===== src/rtl/multi_sync_debounce.sv =====
// Multi-channel synchroniser and debouncer: per-channel flop chain, per-channel
// debounce counter paced by a shared prescaler tick, registered rise/fall strobes.
module multi_sync_debounce #(
    parameter int               WIDTH        = 4,
    parameter int               SYNC_STAGES  = 2,
    parameter int               DEBOUNCE_CNT = 50,
    parameter int               TICK_DIV     = 1,
    parameter logic [WIDTH-1:0] RST_VAL      = '0
) (
    input  logic             dest_clk_i,
    input  logic             dest_rst_i,
    input  logic [WIDTH-1:0] raw_sig_i,
    output logic [WIDTH-1:0] sync_sig_o,
    output logic [WIDTH-1:0] rise_o,
    output logic [WIDTH-1:0] fall_o,
    output logic             busy_o
);

    localparam int CNT_W = (DEBOUNCE_CNT > 1) ? $clog2(DEBOUNCE_CNT) : 1;
    localparam int PRE_W = (TICK_DIV > 1) ? $clog2(TICK_DIV) : 1;
    localparam logic [CNT_W-1:0] CNT_MAX = CNT_W'(DEBOUNCE_CNT - 1);
    localparam logic [PRE_W-1:0] PRE_MAX = PRE_W'(TICK_DIV - 1);

    logic [WIDTH-1:0] sync_q [SYNC_STAGES];
    logic [WIDTH-1:0] s;
    logic [PRE_W-1:0] pre_cnt;
    logic             tick;
    logic [CNT_W-1:0] cnt      [WIDTH];
    logic [CNT_W-1:0] cnt_next [WIDTH];
    logic [WIDTH-1:0] d_next;
    logic [WIDTH-1:0] rise_next;
    logic [WIDTH-1:0] fall_next;
    logic             busy_next;

    // Plain flop chain, no logic between stages, so metastability can settle.
    always_ff @(posedge dest_clk_i or posedge dest_rst_i) begin
        if (dest_rst_i) begin
            for (int j = 0; j < SYNC_STAGES; j++) sync_q[j] <= RST_VAL;
        end else begin
            sync_q[0] <= raw_sig_i;
            for (int j = 1; j < SYNC_STAGES; j++) sync_q[j] <= sync_q[j-1];
        end
    end

    assign s = sync_q[SYNC_STAGES-1];

    always_ff @(posedge dest_clk_i or posedge dest_rst_i) begin
        if (dest_rst_i) begin
            pre_cnt <= '0;
        end else if (pre_cnt == PRE_MAX) begin
            pre_cnt <= '0;
        end else begin
            pre_cnt <= pre_cnt + PRE_W'(1);
        end
    end

    // With TICK_DIV=1 the counter is pinned at 0 == PRE_MAX, so tick is always high.
    assign tick = (pre_cnt == PRE_MAX);

    // Agreement clears the count even off-tick, which is what rejects short glitches.
    always_comb begin
        busy_next = 1'b0;
        d_next    = sync_sig_o;
        rise_next = '0;
        fall_next = '0;
        for (int i = 0; i < WIDTH; i++) begin
            cnt_next[i] = cnt[i];
            if (s[i] == sync_sig_o[i]) begin
                cnt_next[i] = '0;
            end else if (tick && (cnt[i] == CNT_MAX)) begin
                cnt_next[i]  = '0;
                d_next[i]    = s[i];
                rise_next[i] = s[i];
                fall_next[i] = ~s[i];
            end else if (tick) begin
                cnt_next[i] = cnt[i] + CNT_W'(1);
            end
            busy_next = busy_next | (cnt_next[i] != '0);
        end
    end

    always_ff @(posedge dest_clk_i or posedge dest_rst_i) begin
        if (dest_rst_i) begin
            for (int i = 0; i < WIDTH; i++) cnt[i] <= '0;
            sync_sig_o <= RST_VAL;
            rise_o     <= '0;
            fall_o     <= '0;
            busy_o     <= 1'b0;
        end else begin
            for (int i = 0; i < WIDTH; i++) cnt[i] <= cnt_next[i];
            sync_sig_o <= d_next;
            rise_o     <= rise_next;
            fall_o     <= fall_next;
            busy_o     <= busy_next;
        end
    end

endmodule


===== config.mk =====
export PLATFORM = sky130hd
export DESIGN_NAME = multi_sync_debounce
export DESIGN_NICKNAME = d
export VERILOG_FILES = /design/src/rtl/multi_sync_debounce.sv
export SDC_FILE = /design/constraint.sdc
export NUM_CORES = 1
export LEC_CHECK = 0
export BUFFER_PORTS_ARGS = -buffer_cell sky130_fd_sc_hd__clkbuf_2
export CAP_MARGIN = 0
export CORE_MARGIN = 2
export CORE_UTILIZATION = 59
export DETAILED_ROUTE_END_ITERATION = 10
export GPL_ROUTABILITY_DRIVEN = 1
export PLACE_DENSITY = 0.8
export SETUP_SLACK_MARGIN = 0.1
export SLEW_MARGIN = 15
export SYNTH_ARGS = -nofsm -noshare
export SYNTH_HDL_FRONTEND = slang
export SYNTH_SLANG_ARGS = --single-unit
export TNS_END_PERCENT = 30

===== constraint.sdc =====
create_clock -name dest_clk_i -period 4.05 [get_ports dest_clk_i]
set_clock_uncertainty 0.2 [all_clocks]
set_input_delay 0.81 -clock dest_clk_i [delete_from_list [all_inputs] [get_ports dest_clk_i]]
set_output_delay 0.81 -clock dest_clk_i [all_outputs]
set_load 0.03 [all_outputs]

# ---- Yosys cells after proc, flatten, opt, wreduce, memory -nomap -nowiden
# Index checks and enable logic that the tools add are counted.
dict set report op_classes {
  multipliers 0
  eq_ne 8
  n_div 0
  muxes 29
  shift 0
  n_bitwise 12
  reduce_logical 12
  n_lt_le_gt_ge 0
  n_addsub 5
}
# operator count
set op_table {}
lappend op_table {{$mux 6} 12}
lappend op_table {{$add 6x1->6 const B} 4}
lappend op_table {{$eq 6x6->1 const B} 4}
lappend op_table {{$reduce_bool 6->1} 4}
lappend op_table {{$mux 1} 17}
lappend op_table {{$not 1->1} 9}
lappend op_table {{$reduce_and 2->1} 4}
lappend op_table {{$eq 1x1->1} 4}
lappend op_table {{$logic_and 1x1->1} 4}
lappend op_table {{$or 1x1->1} 3}
lappend op_table {{$add 1x1->1 const B} 1}
dict set report word_totals {
  regBits 46
  latchBits 0
  mem_bits_ro 0
  wordCells 80
  inputBits 6
  mem_count 0
  ram_bits 0
  out_inout_bits 13
}

# ---- Longest topological paths before layout
# Gate-level depths: netlist of run 1.
dict set report depth {
  word_depth 8
  ltp_mapped 7
  ltp_nobuf 7
}

# ---- Least setup slack after synthesis of run 1
# No wires, ideal clock.
dict set report synth_path {
  path_type {reg2reg}
  startpoint {reg cnt[12] (netlist name)}
  endpoint {reg busy_o}
  setup_time_ps 139
  slack_ps 1801
  period_less_slack_ps 2249
  t_arrival_ps 1910
  path_stages_with_launch 7
  required_ps 3711
  cell_sequence {dfrtp_1 > ha_1 > or2_0 > a2111oi_0 > or3_1 > o221ai_1 > or4_1}
}
dict set report synth_between {
  elab_chain_cells 8
  elab_cells_between_ends 10
}
# element line
set synth_lines {}
lappend synth_lines {{start, declared} 28} ;# logic [CNT_W-1:0] cnt [WIDTH];
lappend synth_lines {{$add 6x1->6 or $eq 6x6->1 (tied branches)} {76, 70}}
lappend synth_lines {{$mux 6 or $logic_and 1x1->1 (tied branches)} {75, 70}}
lappend synth_lines {{$mux 6 (*)} 70} ;# end else if (tick && (cnt[i] == CNT_MAX)) begin
lappend synth_lines {{$mux 6 (*)} 68} ;# if (s[i] == sync_sig_o[i]) begin
lappend synth_lines {{$reduce_bool 6->1 (*)} 78} ;# busy_next = busy_next | (cnt_next[i] != '0);
lappend synth_lines {{$or 1x1->1 (*) (3 in a row)} 78}
lappend synth_lines {{named net busy_next} 33} ;# logic busy_next;
lappend synth_lines {{end signal, assigned} 94} ;# busy_o <= busy_next;
lappend synth_lines {{end, declared} 16} ;# output logic busy_o
# Mark *: on every way through the listed nets, which the timed path passes. The rest lies on a longest branch.
# A chain may end at the register's enable or synchronous reset.

# ---- Final worst setup path of run 1
# Ends and elaborated chain as after synthesis.

==> results of run 1 <==
power groups by stage:
stage               Combinational, W  Sequential, W  Clock, W
floorplan                  0.0000482       0.000486         0
global placement           0.0000559       0.000489         0
detailed placement         0.0000591       0.000491         0
CTS                        0.0000595       0.000482  0.000205
global route               0.0000667       0.000486  0.000225
finish                     0.0000579       0.000482  0.000196
critical path, cell delays in order (launching register included):
cell       delay [ns]
dfrtp_1          0.45
ha_1             0.28
or2_0            0.21
a2111oi_0        0.42
or3_1            0.16
o221ai_1         0.09
or4_1            0.52
area by class of cell:
class                           instances  share of cell area (%)
Clock inverter                          2                  0.4648
Tap cell                               44                   2.557
Timing Repair Buffer                   19                   4.532
Multi-Input combinational cell        124                   37.36
Sequential cell                        45                   52.30
Inverter                                5                  0.8716
Clock buffer                            6                   1.917
logic make-up (layout without fill, tap and decap cells):
logic type	count (synthesis)	count (layout)
and+or+nand+nor	77	77
DFF	45	45
AOI/OAI and AO/OA	14	14
buffers and inverters	8	32
adders and majority gates	8	8
muxes	4	4
xor gates and xnor gates	21	21
flip-flops by register name, indices dropped and copies added, names as in the netlist:
register and count:
busy_o 1, fall_o 4, sync_sig_o 4, sync_q 4, rise_o 4, s 4, cnt 24
routing by layer:
metal | track usage, % | part of all wire [%] | wire length, um | vias to the layer above
li1 | - | - | - | 644
met1 | 22.34 | 43 | 1322 | 625
met2 | 31.28 | 51 | 1554 | 20
met3 | 4.969 | 3.4 | 105 | 6
met4 | 10.03 | 2.1 | 65 | 0
met5 | 0 | 0 | 0 | -
worst min-delay path by stage:
stage | start | to | slack [ns] | cells past startpoint
after global routing | sync_q[4] | s[0] | 0.17 | 0
after global placement | sync_q[4] | s[0] | 0.13 | 0
final | sync_q[4] | s[0] | 0.17 | 0
after floorplan | sync_q[4] | s[0] | 0.13 | 0
after CTS | sync_q[4] | s[0] | 0.17 | 0
after detailed placement | sync_q[4] | s[0] | 0.14 | 0
cell usage after synthesis (3+ instances only):
| library cell | n |
|---|---|
| nor2_1 | 35 |
| nand3_1 | 11 |
| xnor2_1 | 10 |
| a21oi_1 | 3 |
| mux2_2 | 4 |
| nand4_1 | 5 |
| ha_1 | 8 |
| xor2_1 | 11 |
| nand2_1 | 8 |
| inv_1 | 5 |
| dfrtp_1 | 45 |
| nor3b_1 | 8 |
stage by stage:
step	total power [W]	util, %	area [um^2]	cells
after global routing	0.0007773	69.40	2153	245
after floorplan	0.0005339	-	1968	177
after CTS	0.0007466	69.40	2153	245
final	0.0007359	69.40	2153	245
after global placement	0.0005450	67.74	2102	237
after detailed placement	0.0005496	67.74	2102	237
==> flow_summary.json, run 1 <==
{
  "synthSimpleGateAreaFrac_pct": 19.01,
  "tns_ns": 0,
  "boundaryPins": 19,
  "holdBufCountCts": 0,
  "cts_buffers": 5,
  "htree_levels": 2,
  "antenna_cells": 0,
  "grt_first_pass_wirelength_um": 5112,
  "hpwlAfterDp_um": 2233,
  "gp_congestion": 0.8518,
  "synth_xor_area_share_pct": 9.345,
  "cts.sinks": 45,
  "cp_data_required_time_ns": 4.08,
  "switching_power_w": 0.0001820,
  "rsz0062_at_grt": "false",
  "p_leak_nw": 1.007,
  "cts_setup_buffers": 0,
  "grtUsageTotal_pct": 18.79,
  "drive_gt1_share_pct": 15.92,
  "nNetsFinal": 214,
  "synth_top_area_cell": "dfrtp_1",
  "std_cell_rows": 20,
  "vdd_drop_max_v": 0.0002438,
  "core_um2": 3103,
  "fin_crit_sh_pct": 60.42,
  "synth.area.top_cells": "dfrtp_1 57%, nor2_1 6.7%, ha_1 5.1%",
  "r2r_slack_ns": 1.60,
  "clk_pin_slew_ns": 0.12,
  "power_density_nw_per_um2": 341.7,
  "areaGrowthSynthToFinish_pct": 9.409,
  "final_common_cell": "dfrtp_1",
  "initial_core_util_pct": 63.43,
  "setup_ws_ns": 1.603,
  "slew_viol_final": 0,
  "antenna_found_initial": 0,
  "fin_crit_ns": 2.447,
  "critical_path_class": "reg -> reg",
  "synthArstFlopShare_pct": 100.0,
  "synthMuxAreaShare_pct": 2.289,
  "seq_area_frac_synth_pct": 57.22,
  "cts_resized": 0,
  "drc": 0,
  "vias": 1295,
  "status": "finished clean",
  "p_seq_share_pct": 65.5,
  "cp-start-kind": "flip-flop",
  "r2r-end": "busy_o",
  "power.share.combinational_pct": 7.9,
  "report.final.hold_viol_count": 0,
  "syn_area_per_cell_um2": 11.12,
  "totalWireLength_um": 3048,
  "mostFrequentLayoutCells": "45 x dfrtp_1, 35 x nor2_1, 18 x clkbuf_2",
  "synth_top_family_by_area": "simple AND/OR/NAND/NOR gates",
  "multi_input_area_um2": 804.5,
  "clock_path_buffers": 2,
  "max-cap-violations": 0,
  "clockPowerShare_pct": 26.6,
  "arrival_ns": 2.48,
  "synthesis.nets": 191,
  "r2r_start": "cnt[12]",
  "ys.flop_type": "dfrtp_1",
  "drt_iter0_markers": 57,
  "crit_end": "busy_o",
  "crit_path_end_kind": "flip-flop",
  "hold_class": "reg -> reg",
  "worst-path-max-fanout": 6,
  "grt_max_degree": 29,
  "synth_warnings": 0,
  "clkLatencyLatePin_ns": 0.35,
  "synthCells": 177,
  "io_buffers": 18,
  "grt_pass1_vias": 1238,
  "setup_violations": 0,
  "ant_nets": 0,
  "regArea_um2": 1126,
  "synth_cell_types": 33,
  "grt_overflow_total": 0,
  "whs_ns": 0.1650,
  "ff2ff_path_depth": 6,
  "design.die.area_um2": 3814,
  "dp_slack_ns": 1.628,
  "vias_per_cell": 5.286,
  "tightestPinTransition_ns": 0.9765,
  "slew_headroom_pct": 34.83,
  "die_h_um": 61.76,
  "synth_seq_cells": 45,
  "drt_first_pass_iters": 4,
  "synth_compound_area_share_pct": 5.149,
  "swShare_pct": 24.73,
  "fillers": 253,
  "root_buffer": "clkbuf_4",
  "max_freq_ghz": 0.4087,
  "yosysTopAreaCellShare_pct": 57.22,
  "wl_per_cell_um": 12.44,
  "yosys.area_share.adder_pct": 5.086,
  "synth_edf_count": 0,
  "cp-startpoint": "cnt[12]",
  "intPower_w": 0.0005539,
  "dieWidth_um": 61.76,
  "mappedNetlistArea_um2": 1968,
  "cts_tree": "built"
}
Power figures use the tool's default switching activity.
==> inputs of run 2 (changes only) <==
CORE_UTILIZATION = 57   (was 59)
PLACE_DENSITY = 0.77   (was 0.8)
clock period = 2.5 ns   (was 4.05 ns; I/O delays follow)
==> run 2 against run 1 <==
Net effect:
- non-clock buffer count up 3
- wire length up 10%
- clock power rose to 2.8 times the previous value
- sequential share of layout area down 2.1 points
- combinational power up 80%
- critical path depth unchanged
==> flow_summary.json, run 2 (synthesis gave the netlist of run 1 again) <==
{
  "status": "finished clean",
  "grt_pass1_vias": 1351,
  "switching_power_w": 0.0003315,
  "cp_top_family": "simple AND/OR/NAND/NOR gates",
  "hold_class": "in -> async",
  "slew_viol_final": 0,
  "swShare_pct": 22.99,
  "power.share.combinational_pct": 7.2,
  "htree_levels": 2,
  "nNetsFinal": 217,
  "crit_path_end_kind": "flip-flop",
  "areaGrowthSynthToFinish_pct": 14.05,
  "boundaryPins": 19,
  "cp_slowest_cell": "or4_1",
  "io_buffers": 18,
  "critical_path.cell_chain": "ha_2 -> or2_0 -> a2111oi_2 -> or3_1 -> o221ai_1 -> or4_1",
  "crit_path_max_incr_delay_ns": 0.53,
  "max-cap-violations": 0,
  "gp_congestion": 0.8065,
  "setup_violations": 0,
  "slew_headroom_pct": 64.35,
  "cts_buffers": 5,
  "final_common_cell": "dfrtp_1",
  "cp-start-kind": "flip-flop",
  "vdd_drop_max_v": 0.0003400,
  "core_um2": 3337,
  "grt_max_degree": 46,
  "drc": 0,
  "vias_per_cell": 5.448,
  "wl_per_cell_um": 13.44,
  "ant_nets": 0,
  "tns_ns": 0,
  "tightestPinTransition_ns": 0.5348,
  "worst-path-max-fanout": 5,
  "critical_path_class": "reg -> reg",
  "clock_path_buffers": 2,
  "arrival_ns": 2.32,
  "fin_crit_ns": 2.268,
  "top_register": "cnt",
  "whs_ns": 0.01983,
  "antenna_found_initial": 0,
  "mostFrequentLayoutCells": "45 x dfrtp_1, 35 x nor2_1, 18 x clkbuf_2",
  "drive_gt1_share_pct": 18.14,
  "dieWidth_um": 62.76,
  "largest_register_ff_count": 24,
  "die_h_um": 62.76,
  "drt_iter0_markers": 26,
  "grtUsageTotal_pct": 19.36,
  "p_seq_share_pct": 54.1,
  "cts.sinks": 45,
  "clkLatencyLatePin_ns": 0.36,
  "clk_pin_slew_ns": 0.13,
  "crit_buf_inv": 0,
  "cp_data_required_time_ns": 2.55,
  "grt_first_pass_wirelength_um": 5865,
  "p_leak_nw": 1.044,
  "cts_tree": "built",
  "max_freq_ghz": 0.4410,
  "power_density_nw_per_um2": 642.4,
  "report.final.hold_viol_count": 0,
  "fin_crit_sh_pct": 90.70,
  "antenna_cells": 0,
  "drt_first_pass_iters": 4,
  "hpwlAfterDp_um": 2358,
  "intPower_w": 0.001110,
  "totalWireLength_um": 3361,
  "post-route-util_pct": 67.27,
  "grt_overflow_total": 0,
  "rsz0062_at_grt": "false",
  "clockPowerShare_pct": 38.6,
  "design.die.area_um2": 3939,
  "std_cell_rows": 21,
  "root_buffer": "clkbuf_4",
  "vias": 1362,
  "initial_core_util_pct": 58.98
}
run 2: cell types whose count changed in the layout (fill, tap and decap cells not counted), sizes merged:
cell         change
bufinv           +2
clkbuf           -1
buf              +2
clkinv           -2
dlygate4sd3      +1
inv              +1
run 2: per-layer routing:
| metal | wire length (um) | global-route usage [%] | vias to the layer above |
|---|---|---|---|
| met2 | 1829 | 35.75 | 18 |
| met5 | 0 | 0 | - |
| li1 | - | - | 655 |
| met1 | 1356 | 20.59 | 684 |
| met3 | 120 | 6.306 | 5 |
| met4 | 54 | 6.667 | 0 |
run 2: power groups by stage:
| stage | registers (W) | logic [W] | clock network (W) |
|---|---|---|---|
| final | 0.000781 | 0.000104 | 0.000557 |
| after global routing | 0.000785 | 0.000120 | 0.000599 |
| after CTS | 0.000781 | 0.0000999 | 0.000564 |
| after detailed placement | 0.000796 | 0.0000962 | 0 |
| after global placement | 0.000792 | 0.0000917 | 0 |
| after floorplan | 0.000787 | 0.0000781 | 0 |
run 2: stage by stage:
stage	setup WS (ns)	std cells	total power, W	instance area [um^2]
CTS	0.1419	248	0.001445	2218
finish	0.2325	250	0.001442	2245
detailed placement	0.1207	239	0.0008919	2105
floorplan	0.2514	177	0.0008649	1968
global placement	0.1766	239	0.0008839	2105
global route	0.1471	250	0.001504	2245
run 2: final cells by class:
cell class                 count  area, um^2
timing repair buffer          22       122.6
multi-input combinational    124       813.3
sequential                    45        1126
tap                           46       57.56
clock inverter                 3       68.82
clock buffer                   5       37.54
fill                         276        1092
inverter                       5       18.77
run 2: timing repair:
action                                  in CTS  in global routing
hold buffers                                 0                  1
hold endpoints to repair                     0                  1
buffers inserted                             1                  1
gates resized for setup                      0                  3
endpoints found under the setup margin       1                  1
run 2: final timing paths:
path                         startpoint  slack [ns]         to  depth (start not counted)
setup / recovery                cnt[13]        0.23     busy_o                          6
min in group dest_clk_i    raw_sig_i[3]        0.03  sync_q[7]                          1
setup reg to reg                cnt[13]        0.23     busy_o                          6
hold / removal               dest_rst_i        0.02  rise_o[0]                          3
max in group asynchronous    dest_rst_i        1.71  rise_o[1]                          3
hold reg to reg               sync_q[7]        0.17       s[3]                          0
run 2: tightest hold or removal path, cell delays in order:
cell,delay [ns]
clkbuf_2,0.08
inv_1,0.04
buf_4,0.44
==> inputs of run 3 (changes only) <==
--- a/config.mk
+++ b/config.mk
@@ -13,3 +13,3 @@
 export GPL_ROUTABILITY_DRIVEN = 1
-export PLACE_DENSITY = 0.77
+export PLACE_DENSITY = 0.81
 export SETUP_SLACK_MARGIN = 0.1
==> constraint.sdc (replaced) <==
create_clock -name dest_clk_i -period 2.5 [get_ports dest_clk_i]
set_clock_uncertainty 0.2 [all_clocks]
set_input_delay 0 -clock dest_clk_i [delete_from_list [all_inputs] [get_ports dest_clk_i]]
set_output_delay 0 -clock dest_clk_i [all_outputs]
set_load 0.03 [all_outputs]
==> run 3 against run 2 <==
Net effect:
- count of clock-buffer cells in the layout increased by 1
- non-clock buffer count grew 3
- sequential power about the same
- cell count increased by 1.2%
- flip-flop and latch count is the same
- maximum frequency down 2.4%
==> flow_summary.json, run 3 (synthesis gave the netlist of run 1 again) <==
{
  "hold_class": "in -> reg",
  "top_register": "cnt",
  "antenna_found_initial": 0,
  "clk_pin_slew_ns": 0.12,
  "power_density_nw_per_um2": 589.5,
  "swShare_pct": 23.70,
  "worst-path-max-fanout": 5,
  "clockPowerShare_pct": 33.2,
  "root_buffer": "clkbuf_4",
  "tightestPinTransition_ns": 0.5375,
  "grt_max_degree": 46,
  "regArea_um2": 1127,
  "multi_input_area_um2": 808.3,
  "vias_per_cell": 5.241,
  "setup_violations": 0,
  "drc": 0,
  "tns_ns": 0,
  "core_um2": 3337,
  "drt_first_pass_iters": 4,
  "grt_first_pass_wirelength_um": 5402,
  "slew_headroom_pct": 64.17,
  "status": "finished clean",
  "final_common_cell": "dfrtp_1",
  "arrival_ns": 2.37,
  "r2r_start": "cnt[13]",
  "clock_path_buffers": 2,
  "largest_register_ff_count": 24,
  "clkLatencyLatePin_ns": 0.36,
  "vias": 1326,
  "std_cell_rows": 21,
  "vdd_drop_max_v": 0.0006595,
  "grt_pass1_vias": 1297,
  "intPower_w": 0.001011,
  "dp_slack_ns": 0.1204,
  "cts.sinks": 45,
  "setup_ws_ns": 0.1768,
  "areaGrowthSynthToFinish_pct": 14.18,
  "grtUsageTotal_pct": 17.77,
  "io_buffers": 18,
  "dieWidth_um": 62.76,
  "gp_congestion": 0.8834,
  "cp-startpoint": "cnt[13]",
  "mostFrequentLayoutCells": "44 x dfrtp_1, 35 x nor2_1, 18 x clkbuf_2",
  "rsz0062_at_grt": "false",
  "htree_levels": 2,
  "switching_power_w": 0.0003140,
  "slew_viol_final": 0,
  "cp_data_required_time_ns": 2.55,
  "boundaryPins": 19,
  "cts_buffers": 5,
  "power_w": 0.001325,
  "nNetsFinal": 220,
  "cts_tree": "built",
  "max-cap-violations": 0,
  "drive_gt1_share_pct": 16.91,
  "whs_ns": 0.07721,
  "initial_core_util_pct": 58.98,
  "drt_iter0_markers": 61,
  "grt_overflow_total": 0,
  "power.share.combinational_pct": 7.9,
  "die_h_um": 62.76,
  "min-delay-start": "raw_sig_i[3]",
  "wl_per_cell_um": 12.45,
  "crit_path_end_kind": "flip-flop",
  "fin_crit_ns": 2.323,
  "fin_crit_sh_pct": 92.93,
  "totalWireLength_um": 3150,
  "p_seq_share_pct": 58.9,
  "hpwlAfterDp_um": 2248,
  "report.final.hold_viol_count": 0,
  "antenna_cells": 0,
  "cp-start-kind": "flip-flop",
  "ant_nets": 0,
  "design.die.area_um2": 3939,
  "max_freq_ghz": 0.4304,
  "fillers": 256,
  "p_leak_nw": 1.040,
  "critical_path_class": "reg -> reg"
}
run 3: power groups by stage:
| stage | logic (W) | clock network, W | registers [W] |
|---|---|---|---|
| 4_1_cts | 0.000106 | 0.000452 | 0.000780 |
| 6_report | 0.000104 | 0.000439 | 0.000781 |
| 3_5_place_dp | 0.0000969 | 0 | 0.000795 |
| 2_1_floorplan | 0.0000781 | 0 | 0.000787 |
| 5_1_grt | 0.000121 | 0.000473 | 0.000786 |
| 3_3_place_gp | 0.0000919 | 0 | 0.000792 |
run 3: timing repair:
action | 4_1_cts | 5_1_grt
endpoints found under the setup margin | 1 | 1
setup buffers | 1 | 0
cloned | 0 | 0
hold buffers | 5 | 0
resized for setup | 0 | 3
hold endpoints to repair | 49 | 0
run 3: critical path: stages (launching register included):
cell,delay [ns]
dfrtp_1,0.45
ha_2,0.23
or2_0,0.20
a2111oi_1,0.37
or3_1,0.15
o221ai_1,0.09
or4_1,0.52
run 3: final timing paths:
path                        endpoint  slack (ns)  cells after the start
setup reg to reg              busy_o        0.18                      6
min in group asynchronous     cnt[4]        0.09                      4
hold reg to reg                 s[0]        0.16                      0
setup / recovery              busy_o        0.18                      6
hold / removal             sync_q[7]        0.08                      2
max in group asynchronous     cnt[0]        1.62                      4
run 3: per-layer routing:
metal / share of wire (%) / track usage, %
met3: 3.2 / 3.784
met5: 0 / 0
met1: 42 / 20.30
met4: 2.3 / 9.722
met2: 52 / 31.05
run 3: layout make-up:
| type | instances | share of cell area (%) |
|---|---|---|
| flip-flops and latches | 45 | 50.17 |
| multi-input cells | 124 | 35.97 |
| repair buffers | 25 | 6.904 |
| well taps | 46 | 2.561 |
| clock buffers | 6 | 1.837 |
| clock inverters | 2 | 1.726 |
| inverters | 5 | 0.8352 |
run 3: through the flow:
stage	area [um^2]	std cells	utilization [%]
3_5_place_dp	2105	239	63.07
6_report	2247	253	67.34
4_1_cts	2242	253	67.19
3_3_place_gp	2105	239	63.07
2_1_floorplan	1968	177	-
5_1_grt	2247	253	67.34
